==> src/rtl/ypbpr_if.sv <==
// Video bus between the MiST pipeline output and the VGA pin driver:
// RGB/sync/mode inputs in, component or pass-through colour plus syncs out.
interface ypbpr_if;
  logic       ypbpr_en;
  logic [4:0] in_r;
  logic [4:0] in_g;
  logic [4:0] in_b;
  logic       in_hs;
  logic       in_vs;
  logic [4:0] out_r;
  logic [4:0] out_g;
  logic [4:0] out_b;
  logic       out_hs;
  logic       out_vs;

  modport master (
    output ypbpr_en, in_r, in_g, in_b, in_hs, in_vs,
    input  out_r, out_g, out_b, out_hs, out_vs
  );

  modport slave (
    input  ypbpr_en, in_r, in_g, in_b, in_hs, in_vs,
    output out_r, out_g, out_b, out_hs, out_vs
  );
endinterface

==> src/rtl/ypbpr_encoder.sv <==
// Three-stage BT.601 RGB -> YPbPr encoder with matched sync delay and blank levels.
// Optional sync-on-Y (composite sync on the luma channel) via macro YPBPR_SYNC_ON_Y_EN.
module ypbpr_encoder (
  input  logic   clk_sys,
  input  logic   reset_n,
  ypbpr_if.slave vid
);

  // Rows: 0 = Y, 1 = Pb, 2 = Pr.  Columns: 0 = R, 1 = G, 2 = B.
  localparam logic signed [17:0] COEF [3][3] = '{
    '{ 18'sd66,   18'sd129,  18'sd25  },
    '{-18'sd38,  -18'sd74,   18'sd112 },
    '{ 18'sd112, -18'sd94,  -18'sd18  }
  };
  localparam logic signed [17:0] OFFSET [3] = '{18'sd16, 18'sd128, 18'sd128};
  localparam logic signed [17:0] ROUND      = 18'sd128;
  localparam logic signed [17:0] LEVEL_MAX  = 18'sd255;

  localparam logic [4:0] BLANK_Y    = 5'd2;
  localparam logic [4:0] BLANK_PBPR = 5'd16;

  logic [4:0]         rgb_in     [3];
  logic [7:0]         rgb8_reg   [3];
  logic               hs_s1_reg;
  logic               vs_s1_reg;
  logic               en_s1_reg;

  logic signed [17:0] prod_next  [3][3];
  logic signed [17:0] prod_reg   [3][3];
  logic [4:0]         rgb5_reg   [3];
  logic               hs_s2_reg;
  logic               vs_s2_reg;
  logic               en_s2_reg;

  logic signed [17:0] sum_next   [3];
  logic signed [17:0] level_next [3];
  logic [7:0]         clamp_next [3];

  logic [4:0] out_r_next, out_g_next, out_b_next;
  logic       out_hs_next, out_vs_next;
  logic [4:0] out_r_reg, out_g_reg, out_b_reg;
  logic       out_hs_reg, out_vs_reg;

  assign rgb_in[0] = vid.in_r;
  assign rgb_in[1] = vid.in_g;
  assign rgb_in[2] = vid.in_b;

  // Stage 1: 5->8 bit expansion by bit replication, syncs and mode.
  always_ff @(posedge clk_sys or negedge reset_n) begin
    if (!reset_n) begin
      for (int i = 0; i < 3; i++) rgb8_reg[i] <= '0;
      hs_s1_reg <= 1'b1;
      vs_s1_reg <= 1'b1;
      en_s1_reg <= 1'b0;
    end else begin
      for (int i = 0; i < 3; i++) rgb8_reg[i] <= {rgb_in[i], rgb_in[i][4:2]};
      hs_s1_reg <= vid.in_hs;
      vs_s1_reg <= vid.in_vs;
      en_s1_reg <= vid.ypbpr_en;
    end
  end

  generate
    for (genvar gi = 0; gi < 3; gi++) begin : g_row
      for (genvar gj = 0; gj < 3; gj++) begin : g_col
        assign prod_next[gi][gj] = COEF[gi][gj] * $signed({10'd0, rgb8_reg[gj]});
      end
    end
  endgenerate

  // Stage 2: nine products; the original 5-bit colour rides alongside for pass-through.
  always_ff @(posedge clk_sys or negedge reset_n) begin
    if (!reset_n) begin
      for (int i = 0; i < 3; i++) begin
        for (int j = 0; j < 3; j++) prod_reg[i][j] <= '0;
        rgb5_reg[i] <= '0;
      end
      hs_s2_reg <= 1'b1;
      vs_s2_reg <= 1'b1;
      en_s2_reg <= 1'b0;
    end else begin
      for (int i = 0; i < 3; i++) begin
        for (int j = 0; j < 3; j++) prod_reg[i][j] <= prod_next[i][j];
        rgb5_reg[i] <= rgb8_reg[i][7:3];
      end
      hs_s2_reg <= hs_s1_reg;
      vs_s2_reg <= vs_s1_reg;
      en_s2_reg <= en_s1_reg;
    end
  end

  // Rounded sum, floor shift, offset and clamp to the 8-bit range.
  generate
    for (genvar gi = 0; gi < 3; gi++) begin : g_sum
      assign sum_next[gi]   = prod_reg[gi][0] + prod_reg[gi][1] + prod_reg[gi][2] + ROUND;
      assign level_next[gi] = (sum_next[gi] >>> 8) + OFFSET[gi];
      assign clamp_next[gi] = level_next[gi][17]         ? 8'd0   :
                              (level_next[gi] > LEVEL_MAX) ? 8'd255 :
                              level_next[gi][7:0];
    end
  endgenerate

  always_comb begin
    out_r_next  = rgb5_reg[0];
    out_g_next  = rgb5_reg[1];
    out_b_next  = rgb5_reg[2];
    out_hs_next = hs_s2_reg;
    out_vs_next = vs_s2_reg;
    if (en_s2_reg) begin
      if (!hs_s2_reg || !vs_s2_reg) begin
        out_g_next = BLANK_Y;
        out_b_next = BLANK_PBPR;
        out_r_next = BLANK_PBPR;
      end else begin
        out_g_next = clamp_next[0][7:3];
        out_b_next = clamp_next[1][7:3];
        out_r_next = clamp_next[2][7:3];
      end
`ifdef YPBPR_SYNC_ON_Y_EN
      // Composite sync is low exactly when one of the syncs is active.
      out_hs_next = ~(hs_s2_reg ^ vs_s2_reg);
      out_vs_next = 1'b1;
      if (!out_hs_next) out_g_next = 5'd0;
`endif
    end
  end

  // Stage 3: output registers feeding the DAC.
  always_ff @(posedge clk_sys or negedge reset_n) begin
    if (!reset_n) begin
      out_r_reg  <= '0;
      out_g_reg  <= '0;
      out_b_reg  <= '0;
      out_hs_reg <= 1'b1;
      out_vs_reg <= 1'b1;
    end else begin
      out_r_reg  <= out_r_next;
      out_g_reg  <= out_g_next;
      out_b_reg  <= out_b_next;
      out_hs_reg <= out_hs_next;
      out_vs_reg <= out_vs_next;
    end
  end

  assign vid.out_r  = out_r_reg;
  assign vid.out_g  = out_g_reg;
  assign vid.out_b  = out_b_reg;
  assign vid.out_hs = out_hs_reg;
  assign vid.out_vs = out_vs_reg;

endmodule

==> src/flat_wrapper.sv <==
// flat-port wrapper written by rule: the top's interface ports become plain ports
module ypbpr_encoder_flat 
  (clk_sys, reset_n, vid_ypbpr_en, vid_in_r, vid_in_g, vid_in_b, vid_in_hs, vid_in_vs, vid_out_r, vid_out_g, vid_out_b, vid_out_hs, vid_out_vs);
  ypbpr_if vid_i ();
  input  logic clk_sys;
  input  logic reset_n;
  input wire logic [$bits(vid_i.ypbpr_en)-1:0] vid_ypbpr_en;
  input wire logic [$bits(vid_i.in_r)-1:0] vid_in_r;
  input wire logic [$bits(vid_i.in_g)-1:0] vid_in_g;
  input wire logic [$bits(vid_i.in_b)-1:0] vid_in_b;
  input wire logic [$bits(vid_i.in_hs)-1:0] vid_in_hs;
  input wire logic [$bits(vid_i.in_vs)-1:0] vid_in_vs;
  output wire logic [$bits(vid_i.out_r)-1:0] vid_out_r;
  output wire logic [$bits(vid_i.out_g)-1:0] vid_out_g;
  output wire logic [$bits(vid_i.out_b)-1:0] vid_out_b;
  output wire logic [$bits(vid_i.out_hs)-1:0] vid_out_hs;
  output wire logic [$bits(vid_i.out_vs)-1:0] vid_out_vs;
  assign vid_i.ypbpr_en = vid_ypbpr_en;
  assign vid_i.in_r = vid_in_r;
  assign vid_i.in_g = vid_in_g;
  assign vid_i.in_b = vid_in_b;
  assign vid_i.in_hs = vid_in_hs;
  assign vid_i.in_vs = vid_in_vs;
  assign vid_out_r = vid_i.out_r;
  assign vid_out_g = vid_i.out_g;
  assign vid_out_b = vid_i.out_b;
  assign vid_out_hs = vid_i.out_hs;
  assign vid_out_vs = vid_i.out_vs;
  ypbpr_encoder u_core (.clk_sys(clk_sys), .reset_n(reset_n), .vid(vid_i));
endmodule
==> config.mk <==
export PLATFORM = sky130hd
export DESIGN_NAME = ypbpr_encoder_flat
export DESIGN_NICKNAME = d
export VERILOG_FILES = /design/src/rtl/ypbpr_if.sv /design/src/rtl/ypbpr_encoder.sv /design/src/flat_wrapper.sv
export SDC_FILE = /design/constraint.sdc
export NUM_CORES = 1
export LEC_CHECK = 0
export BUFFER_PORTS_ARGS = -buffer_cell sky130_fd_sc_hd__buf_4
export CAP_MARGIN = 20
export CORE_ASPECT_RATIO = 1.25
export CORE_MARGIN = 5
export CORE_UTILIZATION = 25
export CTS_CLUSTER_SIZE = 24
export DETAILED_ROUTE_END_ITERATION = 16
export PLACE_DENSITY = 0.5
export SYNTH_ARGS = -nofsm -noshare
export SYNTH_HDL_FRONTEND = slang
export SYNTH_SLANG_ARGS = --single-unit
==> constraint.sdc <==
create_clock -name clk_sys -period 6.2 [get_ports clk_sys]
set_input_delay 1.24 -clock clk_sys [delete_from_list [all_inputs] [get_ports clk_sys]]
set_output_delay 1.24 -clock clk_sys [all_outputs]
set_load 0.02 [all_outputs]
==> metrics.md <==
| Metric | Value |
|---|---|
| Status | `finished clean` |
| Fin. max-slew vios | `0` |
| Nets | `~1600` |
| Routed len/inst | `between 15 and 20 µm` |
| Leading area contributor after synthesis | `dfrtp_1` |
| CTS Buf Count | `17` |
| CP most frequent cell | `inv_1` |
| Top cell type's share of synthesized area | `28.7%` |
| Power per cell area | `~540 nW/µm²` |
| Post-synth ARST share | `100%` |
| Period utilization | `roughly four fifths` |
| Ys flop type | `dfrtp_1` |
| Post-route cell area | `around 14000 µm²` |
| Seq/Total Area, Yosys | `29.9%` |
| Post-CTS Setup Bufs | `0` |
| Hold path start | `u_core.hs_s1_reg` |
| Standard-cell row count | `92` |
| Via density | `between 4 and 5` |
| Drt pass-1 iters | `4` |
| Port Buffers | `36` |
| Initial antenna violation count | `0` |
| Fraction of layout cells with a size suffix above 1 | `7.45%` |
| Core region area | `~50000 µm²` |
| Top-count cell post-synth | `ha_1` |
| Crit. End Element | `flip-flop` |
| Fill count | `roughly 5000` |
| Achievable Freq | `approximately 210 MHz` |
| CP cell instances | `fa_1, inv_1, fa_1, inv_1, ha_1, a221o_1, a31oi_2, o211ai_2, a2111o_1, a31oi_2, inv_1, a21oi_1, xnor2_1, ha_1, xor2_1, nor4_1, nor4_1, o32ai_1` |
| Initial core utilization | `25.1%` |
| Critical path arrival | `a little over 5000 ps` |
| Total power | `7740 µW` |
| Total of warnings raised by yosys | `0` |
| EDFF count, synth | `0` |
| Number of global-route vias before repair | `roughly 8800` |
| Leak | `0.00730 µW` |
| Clk pin slew, worst setup/hold paths | `roughly 70 ps` |
| Post-CTS Hold Buffers | `0` |
| P&R area growth vs syn | `14.1%` |
| GR Overflow Total | `0` |
| Clk root buf | `clkbuf_16` |
| Type of the worst setup path | `reg -> reg` |
| Clock Skew | `11.2 ps` |
| Setup Viol. Count Final | `0` |
| CTS Buffer Depth | `2` |
| All-Layer GR Usage | `11.3%` |
| Placed instance count | `between 1500 and 2000` |
| Final ANT Viol Nets | `0` |
| Reg2reg setup slack | `roughly 1400 ps` |
| Die Area | `54900 µm²` |
| Largest register FFs | `approximately 100` |
| Placer Congestion | `between 0.7 and 0.8` |
| Max-slew headroom | `46.0%` |
| Post-DP HPWL | `24.4 mm` |
| Worst-Margin Slew | `803 ps` |
| CP max stage cell | `nor4_1` |
| Post-synth net total | `~1500` |
| Die X | `around 210 µm` |
| Worst Hold Class | `reg -> reg` |
| Placed inst area | `roughly 14000 µm²` |
| Ant. Diodes | `0` |
| Delay-heaviest family, CP | `compound AO/OA/AOI/OAI gates` |
| Iteration-0 DRC Markers | `approximately 240` |
| H-tree depth | `4` |
| Critical path origin | `u_core.prod_reg[60]` |
| Post-Syn Area | `12600 µm²` |
| TritonCTS Sinks | `150` |
| Mapped Cells | `roughly 1200` |
| Post-Syn Area per Cell | `10.9 µm²` |
| Worst-path fanout max | `5` |
| Drt drc | `0` |
| Worst EP required | `6530 ps` |
| RSZ-0062 raised after global routing | `no` |
| Synth area leaders | `dfrtp_1 (29%), ha_1 (27%), fa_1 (15%), inv_1 (7.1%), xnor2_1 (4.1%)` |
| Num ports | `37` |
| TritonCTS clock tree | `built` |
| CP bufs+invs | `3` |
| Max incr delay on CP | `roughly 620 ps` |
| Yosys reg bits | `150` |
| Post-CTS Resized | `0` |
| First-pass GRT wire length | `47.8 mm` |
| Largest net degree at the start of global routing | `60` |
| Vias | `7898` |
| Crit path launch type | `flip-flop` |
| Final Hold Fails | `0` |
| Final std cells w/o fill | `roughly 1900` |
| Min Tclk post-route | `around 4800 ps` |
| FF-to-FF Start | `u_core.prod_reg[60]` |
| Chip height | `around 260 µm` |
| Max rail drop VDD | `between 300 and 400 µV` |
| Commonest cells post-synth | `ha_1 (271), inv_1 (239), dfrtp_1 (144)` |
| Max cap viols | `0` |
| Drt total wl | `around 29 mm` |
| Clk Latency, worst-skew pair | `around 440 ps` |
| Netlist cell types | `57` |
| Final setup TNS | `0 ps` |
## worst reg2reg max path, delay by kind of cell (launching register included)
family | cells | cell delay, ps
compound gates | 7 | 1910
simple gates | 2 | 750
flops | 1 | 390
fa+ha+maj | 4 | 1250
buf+inv | 3 | 200
xor+xnor | 2 | 240
## where the power goes
group | leakage, µW | switching (µW) | total (µW) | internal, µW
logic | 0.00524 | 2890 | 5120 | 2230
clock network | 0.000318 | 449 | 1180 | 730
registers | 0.00174 | 195 | 1440 | 1250
total | 0.00730 | 3540 | 7740 | 4210
## cell families after synthesis
logic type	Yosys count	synth area share [%]
buf+inv	242	7.23
compound gates	192	10.3
xor+xnor	79	5.50
mux	3	0.259
flops	150	29.9
fa+ha+maj	364	41.8
simple gates	124	5.01
## worst paths after layout
| path | end | depth (start not counted) |
|---|---|---|
| setup / recovery | u_core.vid.out_b[1] | 18 |
| hold / removal | u_core.hs_s2_reg | 0 |
| setup reg to reg | u_core.vid.out_b[1] | 18 |
| hold reg to reg | u_core.hs_s2_reg | 0 |
| max in group asynchronous | u_core.hs_s1_reg | 2 |
| min in group asynchronous | u_core.prod_reg[43] | 1 |
## per-stage QoR
step | utilization (%) | setup slack, ps | hold slack, ps
3_3_place_gp | 27.3 | 1470 | 346
5_1_grt | 28.6 | 1000 | 360
6_report | 28.6 | 1360 | 356
4_1_cts | 28.6 | 1320 | 357
3_5_place_dp | 27.3 | 1340 | 347
2_1_floorplan | - | 1780 | 331
## layer usage
| layer | up-vias | global-route usage (%) | part of all wire, % |
|---|---|---|---|
| met5 | - | 0 | 0 |
| met4 | 0 | 5.84 | 4.4 |
| met3 | 42 | 1.56 | 2.2 |
| met2 | 88 | 20.2 | 52 |
| met1 | 3809 | 13.1 | 42 |
| li1 | 3959 | - | - |
## cell usage in the layout, fill, tap and decap left out, types with 3 or more instances in the layout
cell type / synthesis / routed
ha_1: 271 / 271
inv_1: 239 / 239
dfrtp_1: 144 / 144
fa_1: 93 / 93
a21oi_1: 64 / 64
xnor2_1: 59 / 59
nor2_1: 38 / 38
buf_4: 0 / 38
o21ai_0: 25 / 25
xor2_1: 20 / 20
a21o_1: 19 / 19
nand2_1: 19 / 19
clkbuf_16: 0 / 17
o21bai_1: 15 / 15
nand3_1: 11 / 11
and3_1: 9 / 9
nor3_1: 9 / 9
a211oi_1: 8 / 8
nor4_1: 8 / 8
o21a_1: 7 / 7
nor2b_1: 6 / 6
dfstp_2: 6 / 6
a221o_1: 5 / 5
o22ai_1: 5 / 5
o32ai_1: 5 / 5
inv_6: 0 / 5
bufinv_16: 0 / 5
and2_1: 4 / 4
nand2b_1: 4 / 4
nor3b_1: 4 / 4
a31oi_1: 4 / 4
o31ai_1: 4 / 4
a21boi_0: 3 / 3
nand4_1: 3 / 3
a22oi_1: 3 / 3
## area by class of cell
class	instances	area (µm²)	area share, %
multi-input cells	762	7900	55.1
flip-flops and latches	150	3760	26.2
inverters	239	897	6.26
well taps	658	823	5.74
clock buffers	18	439	3.06
repair buffers	39	297	2.07
clock inverters	14	219	1.53
(Power assumes the default switching activity.)
